`src/rtl/quiz_round_arbiter.sv`:
```
// Two-player buzzer quiz arbiter: synchronizes the joystick buttons, arbitrates the
// first valid answer, and scores rounds, with lockouts, round timeout and end-of-game detection.
module quiz_round_arbiter #(
  parameter int NUM_Q       = 11,
  parameter int WIN_SCORE   = 5,
  parameter int SHOW_CYC    = 8,
  parameter int TIMEOUT_CYC = 64
) (
  input  logic       clk,
  input  logic       rst,
  input  logic       start,
  input  logic [7:0] in_hex_joy,
  input  logic [3:0] ans,
  output logic [3:0] q_idx,
  output logic [2:0] score_p1,
  output logic [2:0] score_p2,
  output logic [1:0] result,
  output logic       show,
  output logic       lock_p1,
  output logic       lock_p2,
  output logic       game_over,
  output logic [1:0] winner
);

  localparam int TMO_W  = $clog2(TIMEOUT_CYC + 1);
  localparam int SHOW_W = $clog2(SHOW_CYC + 1);
  localparam logic [TMO_W-1:0]  TMO_LAST  = TMO_W'(TIMEOUT_CYC - 1);
  localparam logic [SHOW_W-1:0] SHOW_LAST = SHOW_W'(SHOW_CYC - 1);
  localparam logic [2:0]        WIN_S     = 3'(WIN_SCORE);
  localparam logic [3:0]        Q_LAST    = 4'(NUM_Q - 1);

  typedef enum logic [2:0] {
    S_IDLE,
    S_ARMED,
    S_WAIT_PRESS,
    S_JUDGE,
    S_SHOW,
    S_NEXT,
    S_DONE
  } state_t;

  state_t              r_state;
  logic [7:0]          r_sync1;
  logic [7:0]          r_sync2;
  logic [3:0]          r_q_idx;
  logic [2:0]          r_score_p1;
  logic [2:0]          r_score_p2;
  logic [1:0]          r_result;
  logic                r_show;
  logic                r_lock_p1;
  logic                r_lock_p2;
  logic                r_game_over;
  logic [1:0]          r_winner;
  logic                r_prio;      // 0: P1 wins a simultaneous press, 1: P2
  logic                r_pl;        // player under judgement, 0: P1, 1: P2
  logic [3:0]          r_pans;
  logic [TMO_W-1:0]    r_tmo;
  logic [SHOW_W-1:0]   r_show_cnt;

  logic [7:0] w_joy;
  logic [3:0] w_a1;
  logic [3:0] w_a2;
  logic       w_p1ok;
  logic       w_p2ok;
  logic       w_take1;
  logic       w_take2;

  // One-hot-low nibble -> answer 1..4; anything else decodes to 0 (no press).
  function automatic logic [3:0] f_dec(input logic [3:0] nib);
    case (nib)
      4'b0111: f_dec = 4'd1;
      4'b1011: f_dec = 4'd2;
      4'b1101: f_dec = 4'd3;
      4'b1110: f_dec = 4'd4;
      default: f_dec = 4'd0;
    endcase
  endfunction

  always_comb begin
    w_joy   = r_sync2;
    w_a1    = f_dec(w_joy[7:4]);
    w_a2    = f_dec(w_joy[3:0]);
    w_p1ok  = (|w_a1) && !r_lock_p1;
    w_p2ok  = (|w_a2) && !r_lock_p2;
    w_take2 = w_p2ok && (!w_p1ok || r_prio);
    w_take1 = w_p1ok && !w_take2;
  end

  always_ff @(posedge clk) begin
    if (rst) begin
      r_state     <= S_IDLE;
      r_sync1     <= '1;
      r_sync2     <= '1;
      r_q_idx     <= '0;
      r_score_p1  <= '0;
      r_score_p2  <= '0;
      r_result    <= '0;
      r_show      <= 1'b0;
      r_lock_p1   <= 1'b0;
      r_lock_p2   <= 1'b0;
      r_game_over <= 1'b0;
      r_winner    <= '0;
      r_prio      <= 1'b0;
      r_pl        <= 1'b0;
      r_pans      <= '0;
      r_tmo       <= '0;
      r_show_cnt  <= '0;
    end else begin
      r_sync1 <= in_hex_joy;
      r_sync2 <= r_sync1;
      case (r_state)
        S_IDLE, S_DONE: begin
          if (start) begin
            r_q_idx     <= '0;
            r_score_p1  <= '0;
            r_score_p2  <= '0;
            r_lock_p1   <= 1'b0;
            r_lock_p2   <= 1'b0;
            r_result    <= '0;
            r_game_over <= 1'b0;
            r_winner    <= '0;
            r_state     <= S_ARMED;
          end
        end
        S_ARMED: begin
          if (&w_joy) begin
            r_tmo   <= '0;
            r_state <= S_WAIT_PRESS;
          end
        end
        S_WAIT_PRESS: begin
          if (w_take1 || w_take2) begin
            r_pl    <= w_take2;
            r_pans  <= w_take2 ? w_a2 : w_a1;
            if (w_p1ok && w_p2ok)
              r_prio <= ~r_prio;
            r_state <= S_JUDGE;
          end else if (r_tmo == TMO_LAST) begin
            r_result   <= 2'b11;
            r_show     <= 1'b1;
            r_show_cnt <= '0;
            r_state    <= S_SHOW;
          end else begin
            r_tmo <= r_tmo + 1'b1;
          end
        end
        S_JUDGE: begin
          if (r_pans == ans) begin
            if (!r_pl) begin
              if (r_score_p1 < WIN_S)
                r_score_p1 <= r_score_p1 + 1'b1;
              r_result <= 2'b01;
            end else begin
              if (r_score_p2 < WIN_S)
                r_score_p2 <= r_score_p2 + 1'b1;
              r_result <= 2'b10;
            end
            r_show     <= 1'b1;
            r_show_cnt <= '0;
            r_state    <= S_SHOW;
          end else begin
            if (!r_pl)
              r_lock_p1 <= 1'b1;
            else
              r_lock_p2 <= 1'b1;
            // Second wrong answer locks both players and closes the round.
            if (r_pl ? r_lock_p1 : r_lock_p2) begin
              r_result   <= 2'b11;
              r_show     <= 1'b1;
              r_show_cnt <= '0;
              r_state    <= S_SHOW;
            end else begin
              r_state <= S_WAIT_PRESS;
            end
          end
        end
        S_SHOW: begin
          if (r_show_cnt == SHOW_LAST) begin
            r_show  <= 1'b0;
            r_state <= S_NEXT;
          end else begin
            r_show_cnt <= r_show_cnt + 1'b1;
          end
        end
        S_NEXT: begin
          r_lock_p1 <= 1'b0;
          r_lock_p2 <= 1'b0;
          r_result  <= '0;
          if (r_score_p1 == WIN_S || r_score_p2 == WIN_S || r_q_idx == Q_LAST) begin
            r_game_over <= 1'b1;
            if (r_score_p1 > r_score_p2)
              r_winner <= 2'b01;
            else if (r_score_p1 < r_score_p2)
              r_winner <= 2'b10;
            else
              r_winner <= 2'b11;
            r_state <= S_DONE;
          end else begin
            r_q_idx <= r_q_idx + 1'b1;
            r_state <= S_ARMED;
          end
        end
        default: r_state <= S_IDLE;
      endcase
    end
  end

  assign q_idx     = r_q_idx;
  assign score_p1  = r_score_p1;
  assign score_p2  = r_score_p2;
  assign result    = r_result;
  assign show      = r_show;
  assign lock_p1   = r_lock_p1;
  assign lock_p2   = r_lock_p2;
  assign game_over = r_game_over;
  assign winner    = r_winner;

endmodule

```
`config.mk`:
```
export PLATFORM = sky130hd
export DESIGN_NAME = quiz_round_arbiter
export DESIGN_NICKNAME = d
export VERILOG_FILES = /design/src/rtl/quiz_round_arbiter.sv
export SDC_FILE = /design/constraint.sdc
export NUM_CORES = 1
export LEC_CHECK = 0
export ABC_AREA = 1
export CORE_UTILIZATION = 50
export DETAILED_ROUTE_END_ITERATION = 8
export GPL_TIMING_DRIVEN = 0
export HOLD_SLACK_MARGIN = 0.08
export PLACE_DENSITY_LB_ADDON = 0.12
export SETUP_SLACK_MARGIN = 0.2
export SLEW_MARGIN = 20
export SYNTH_ARGS = -nofsm -noshare
export SYNTH_HDL_FRONTEND = slang
export SYNTH_SLANG_ARGS = --single-unit
```
`constraint.sdc`:
```
create_clock -name clk -period 1.5 [get_ports clk]
set_input_delay 0.15 -clock clk [delete_from_list [all_inputs] [get_ports clk]]
set_output_delay 0.15 -clock clk [all_outputs]
set_load 0.01 [all_outputs]
```
Word level (Yosys, flattened, before mapping)
Index checks and enable logic that the tools add are counted.
{ "op_classes": {"add_sub_neg": 5, "order_cmp": 4, "eq_ne": 37, "mux": 61, "bitwise": 1, "n_reduce_logical": 37} }
{ "op_table": {"columns": ["op", "n"], "rows": [
  ["$mux 3", 15],
  ["$mux 4", 8],
  ["$ne 2x2->1 const B", 15],
  ["$eq 4x4->1 const B", 7],
  ["$reduce_and 5->1", 5],
  ["$pmux 3 s4", 2],
  ["$mux 7", 3],
  ["$pmux 3 s6", 1],
  ["$mux 2", 8],
  ["$reduce_and 4->1", 4],
  ["$eq 3x3->1 const B", 5],
  ["$pmux 7 s2", 1],
  ["$mux 1", 13],
  ["$eq 4x3->1 const B", 3],
  ["$pmux 3 s2", 2],
  ["$pmux 4 s3", 1],
  ["$pmux 1 s3", 3],
  ["$reduce_and 3->1", 3],
  ["$add 4x1->4 const B", 2],
  ["$pmux 2 s4", 1],
  ["$pmux 4 s2", 1],
  ["$reduce_and 8->1", 1],
  ["$reduce_or 4->1", 2],
  ["$add 7x1->7 const B", 1],
  ["21 further kinds", 38]
]} }
{ "word_totals": {"regBits": 54, "input_bits": 15, "output_inout_bits": 18, "word_cells": 162} }

Logic depth before layout (Yosys ltp)
Gate-level depths: netlist (run 1).
{ "logic_depth": {"depth_word": 12, "mapped_depth": 14, "mapped_depth_nobuf": 13} }

Worst setup path after synthesis (run 1)
Ideal clock, no wire load.
{ "synth_path": {"path_type": "register to register", "startpoint": "register r_tmo[0]", "endpoint": "register r_tmo[6]", "setup_time_ns": 0.132, "arrival_ns": 1.424, "required_time_ns": 1.368, "setup_slack_ns": -0.056, "stages_incl_launch_ff": 13, "path_buffers": 0, "period_less_slack_ns": 1.556, "cell_sequence": "dfxtp_1 -> ha_1 -> nand2_1 -> inv_1 -> nand3_1 -> o21ai_4 -> nand2_1 -> nand2_1 -> inv_2 -> nand2_4 -> inv_4 -> nand3_1 -> a21oi_1"} }
{ "synth_via": {"elab_chain_cells": 4, "elab_cells_between_ends": 7, "classes_between": "1 x add/sub; 2 x eq/ne; 3 x mux; 1 x reduce/logical"} }
{ "synth_lines": {"columns": ["element", "line", "rtl"], "rows": [
  ["start: declaration", "57", "logic [TMO_W-1:0] r_tmo;"],
  ["start signal: assignment", "144", "r_tmo <= r_tmo + 1'b1;"],
  ["$add 7x1->7", "144", null],
  ["$mux 7", "138", "end else if (r_tmo == TMO_LAST) begin"],
  ["$mux 7", "132", "if (w_take1 || w_take2) begin"],
  ["$pmux 7 s2", "111", "case (r_state)"]
]} }
Parallel ways exist; a longest one is shown, timed or not. The select of a mux whose other input is x is not followed.
A chain may end at the register's enable or synchronous reset.

Final worst setup path (run 1)
{ "layout_path": {"startpoint": "register r_sync2[2]", "endpoint": "register r_state[0]"} }
{ "layout_via": {"elab_chain_cells": 10, "elab_cells_between_ends": 17, "classes_between": "6 x eq/ne; 3 x mux; 8 x reduce/logical"} }
{ "layout_lines": {"columns": ["element", "line", "rtl"], "rows": [
  ["start: declaration", "44", "logic [7:0] r_sync2;"],
  ["start signal: assignment", "110", "r_sync2 <= r_sync1;"],
  ["$eq 4x4->1 / $eq 4x3->1 (equally long branches)", "70", "case (nib)"],
  ["$pmux 3 s4", "70", null],
  ["$reduce_or 4->1", "84", "w_p2ok = (|w_a2) && !r_lock_p2;"],
  ["$logic_and 1x1->1", "84", null],
  ["$logic_and 1x1->1", "85", "w_take2 = w_p2ok && (!w_p1ok || r_prio);"],
  ["$logic_not 1->1", "86", "w_take1 = w_p1ok && !w_take2;"],
  ["$logic_and 1x1->1", "86", null],
  ["$logic_or 1x1->1", "132", null],
  ["$mux 3 / $ne 3x3->1 (equally long branches)", null, null],
  ["$pmux 3 s6 / $reduce_and 4->1 (equally long branches)", null, null],
  ["end signal: assignment", "91", "r_state <= S_IDLE;"],
  ["end signal: assignment", "137", "r_state <= S_JUDGE;"],
  ["end signal: assignment", "142", "r_state <= S_SHOW;"],
  ["end: declaration", "42", "state_t r_state;"]
]} }
Parallel ways exist; a longest one is shown, timed or not.

==> impl_metrics.env, run 1 <==
export IMPL_cp_data_arrival_time_ns=1.86
export IMPL_synthTopCellsByCount="nand2_1, dfxtp_1, nor2_1"
export IMPL_drive_above_1_share=0.465
export IMPL_rows=27
export IMPL_rsz0062_at_grt="true"
export IMPL_synth_ff_type="dfxtp_1"
export IMPL_dr_pass1_iters=5
export IMPL_syn_nets=437
export IMPL_ant_nets=0
export IMPL_tritoncts="yes"
export IMPL_synth_area_per_cell_um2=6.95
export IMPL_multiInputGateArea_um2=2040
export IMPL_synth_cell_type_count=34
export IMPL_clkSlewWorstSetupHoldPaths_ns=0.09
export IMPL_switching_share=0.420
export IMPL_placement_io_buffers=31
export IMPL_drv_slew=0
export IMPL_cp_buffers_inverters=1
export IMPL_regArea_um2=1130
export IMPL_yosysWarnings=0
export IMPL_worst_pin_slew_ns=0.645
export IMPL_die_area_um2=6010
export IMPL_nFillCells=368
export IMPL_crit_type="reg2reg"
export IMPL_fin_crit_ns=1.62
export IMPL_antenna_found_initial=0
export IMPL_die_x_um=77.5
export IMPL_core_region_area_um2=5510
export IMPL_preCtsSetupSlack_ns=-0.414
export IMPL_hold_violations=0
export IMPL_hold_buffers=0
export IMPL_synth_top_area_cell="dfxtp_1"
export IMPL_grt_use_total=0.253
export IMPL_yosysMostFrequentCell="nand2_1"
export IMPL_areaGrowthSynthToFinish_pct=52.0
export IMPL_power_frac_seq=0.300
export IMPL_placedCellCount=513
export IMPL_cp_start_kind="flop"
export IMPL_wire_per_inst_um=14.1
export IMPL_max_cap_violations=0
export IMPL_async_reset_ff_frac=0
export IMPL_syn_cell_area_um2=2850
export IMPL_ys_seq_area_frac=0.372
export IMPL_start_util=0.518
export IMPL_max_freq_ghz=0.618
export IMPL_layout_setup_ws_ns=-0.119
export IMPL_status="complete, but fails checks"
export IMPL_layout_nets=521
export IMPL_clk_insertion_delay_late_ns=0.32
export IMPL_cp_slowest_cell="dfxtp_4"
export IMPL_final_setup_viol_count=30
export IMPL_clkPwrFrac=0.153
export IMPL_vias_per_cell=5.28
export IMPL_drt_initial_drc_count=157
export IMPL_hold_class="in2reg"
export IMPL_grt_pass1_wl_mm=12.1
export IMPL_htreeDepth=2
export IMPL_cellPowerDensity_nw_per_um2=1480
export IMPL_switchingPower_uw=2690
export IMPL_cts_root_buf="clkbuf_8"
export IMPL_cp_cell_sequence="nand3_2 -> nor2_2 -> nor2_1 -> nand2_1 -> nand2_2 -> buf_4 -> nand3b_1 -> nand3_1 -> nor2_1 -> nor2_1 -> nor2_1"
export IMPL_clock_sinks=53
export IMPL_grt_pass1_vias=2674
export IMPL_leakage_uw=0.00194
export IMPL_clockBufferDepth=2
export IMPL_grt_max_degree=17
export IMPL_p_int_uw=3710
export IMPL_vias=2993
export IMPL_dpl_hpwl_mm=4.35
export IMPL_num_io_pins=33
export IMPL_fin_crit_sh=1.08
export IMPL_grt_overflow=0
export IMPL_ys_top_cells_by_area="dfxtp_1, nand2_1, nor2_1"
export IMPL_cts_buffers=5
export IMPL_diodes=0
export IMPL_finalWirelength_mm=8.02
export IMPL_maxSlewHeadroom=0.570
export IMPL_slowest_delay_ns=0.39
export IMPL_postSynthCellCount=410
export IMPL_p_comb_frac=0.547
export IMPL_yosysTopAreaCellShare=0.372
export IMPL_post_dp_cell_area_um2=3350
export IMPL_yosys_register_bits=53
export IMPL_vdd_drop_max_mv=0.792
export IMPL_cp_required_ns=1.74
export IMPL_synth_edf_count=0
export IMPL_cp_max_fo=4
export IMPL_violations="negative setup slack"
export IMPL_cpLargestDelayFamily="simple AND/OR/NAND/NOR gates"
export IMPL_stdcell_count=567
export IMPL_endpoint_kind="flop"
export IMPL_die_y_um=77.5
export IMPL_final_cell_area_um2=4330
export IMPL_gp_congestion=0.777
export IMPL_crit_top_cell="nor2_1"
export IMPL_power_uw=6400
export IMPL_route_detailed_drc=0
export IMPL_fin_skew_ns=0.0190
cell families after synthesis:
| logic type | share of synthesized area |
|---|---|
| compound gates | 0.113 |
| xor+xnor | 0.0276 |
| fa+ha+maj | 0.0527 |
| buf+inv | 0.0878 |
| flops | 0.372 |
| simple gates | 0.347 |
path summary, 6_finish.rpt:
kind                                     from    endpoint  slack, ns  cells past startpoint
worst min register to register     r_sync1[4]  r_sync2[4]       0.42                      1
worst min-delay path            in_hex_joy[5]  r_sync1[5]       0.39                      2
worst max register to register     r_sync2[2]  r_state[0]      -0.12                     11
worst max-delay path               r_sync2[2]  r_state[0]      -0.12                     11
sequential cells by signal (all words and copies together), names as in the netlist, 2 cells and up:
register / count
r_sync1: 8
score_p2: 3
r_sync2: 8
q_idx: 4
r_state: 3
r_pans: 3
r_tmo: 7
r_show_cnt: 4
score_p1: 3
result: 2
winner: 2
layout make-up:
| cell class | instances | share of cell area |
|---|---|---|
| repair buffers | 77 | 0.157 |
| plain buffers | 5 | 0.00693 |
| multi-input cells | 295 | 0.471 |
| inverters | 57 | 0.0580 |
| clock inverters | 1 | 0.00144 |
| well taps | 72 | 0.0208 |
| flip-flops and latches | 53 | 0.260 |
| clock buffers | 7 | 0.0248 |
cells in the final DEF (no fill, tap or decap), types with 18 or more instances in the layout:
cell and n:
buf_4 38, nand2_2 28, nand2_1 69, dfxtp_1 24, nor2_1 35, dlygate4sd2_1 18
a21oi_1 18, inv_1 33
repair_timing:
item | CTS | global route
cloned | 1 | 0
pin swaps | 46 | 38
buffers inserted | 30 | 15
hold endpoints to repair | 0 | 0
resized for setup | 127 | 50
endpoints found under the setup margin | 54 | 37
power groups by stage:
stage	Clock [uW]	Combinational, uW	Sequential, uW
2_1_floorplan	0	1500	1920
3_3_place_gp	0	2080	1900
3_5_place_dp	0	2130	1900
4_1_cts	987	2880	1910
5_1_grt	1050	3810	1950
6_report	981	3500	1920
through the flow:
| step | hold slack (ns) | utilization | setup TNS [ns] |
|---|---|---|---|
| after CTS | 0.373 | 0.736 | -0.000432 |
| after detailed placement | 0.396 | 0.608 | -4.51 |
| after global routing | 0.387 | 0.787 | -4.78 |
| after floorplan | 0.254 | - | 0 |
| after global placement | 0.391 | 0.608 | -4.23 |
| final | 0.389 | 0.787 | -1.73 |
per-layer routing:
metal	GRT usage	vias to the layer above	routed length (um)
li1	-	1470	-
met1	0.281	1391	3160
met2	0.466	101	4210
met3	0.0388	31	327
met4	0.123	0	316
met5	0	-	0
(Power assumes the default switching activity.)
==> inputs of run 2 (changes only) <==
Settings changed: SLEW_MARGIN 20 to unset.
==> results of run 2 <==
The final DEF is identical to that of run 1; final timing and power are the same.
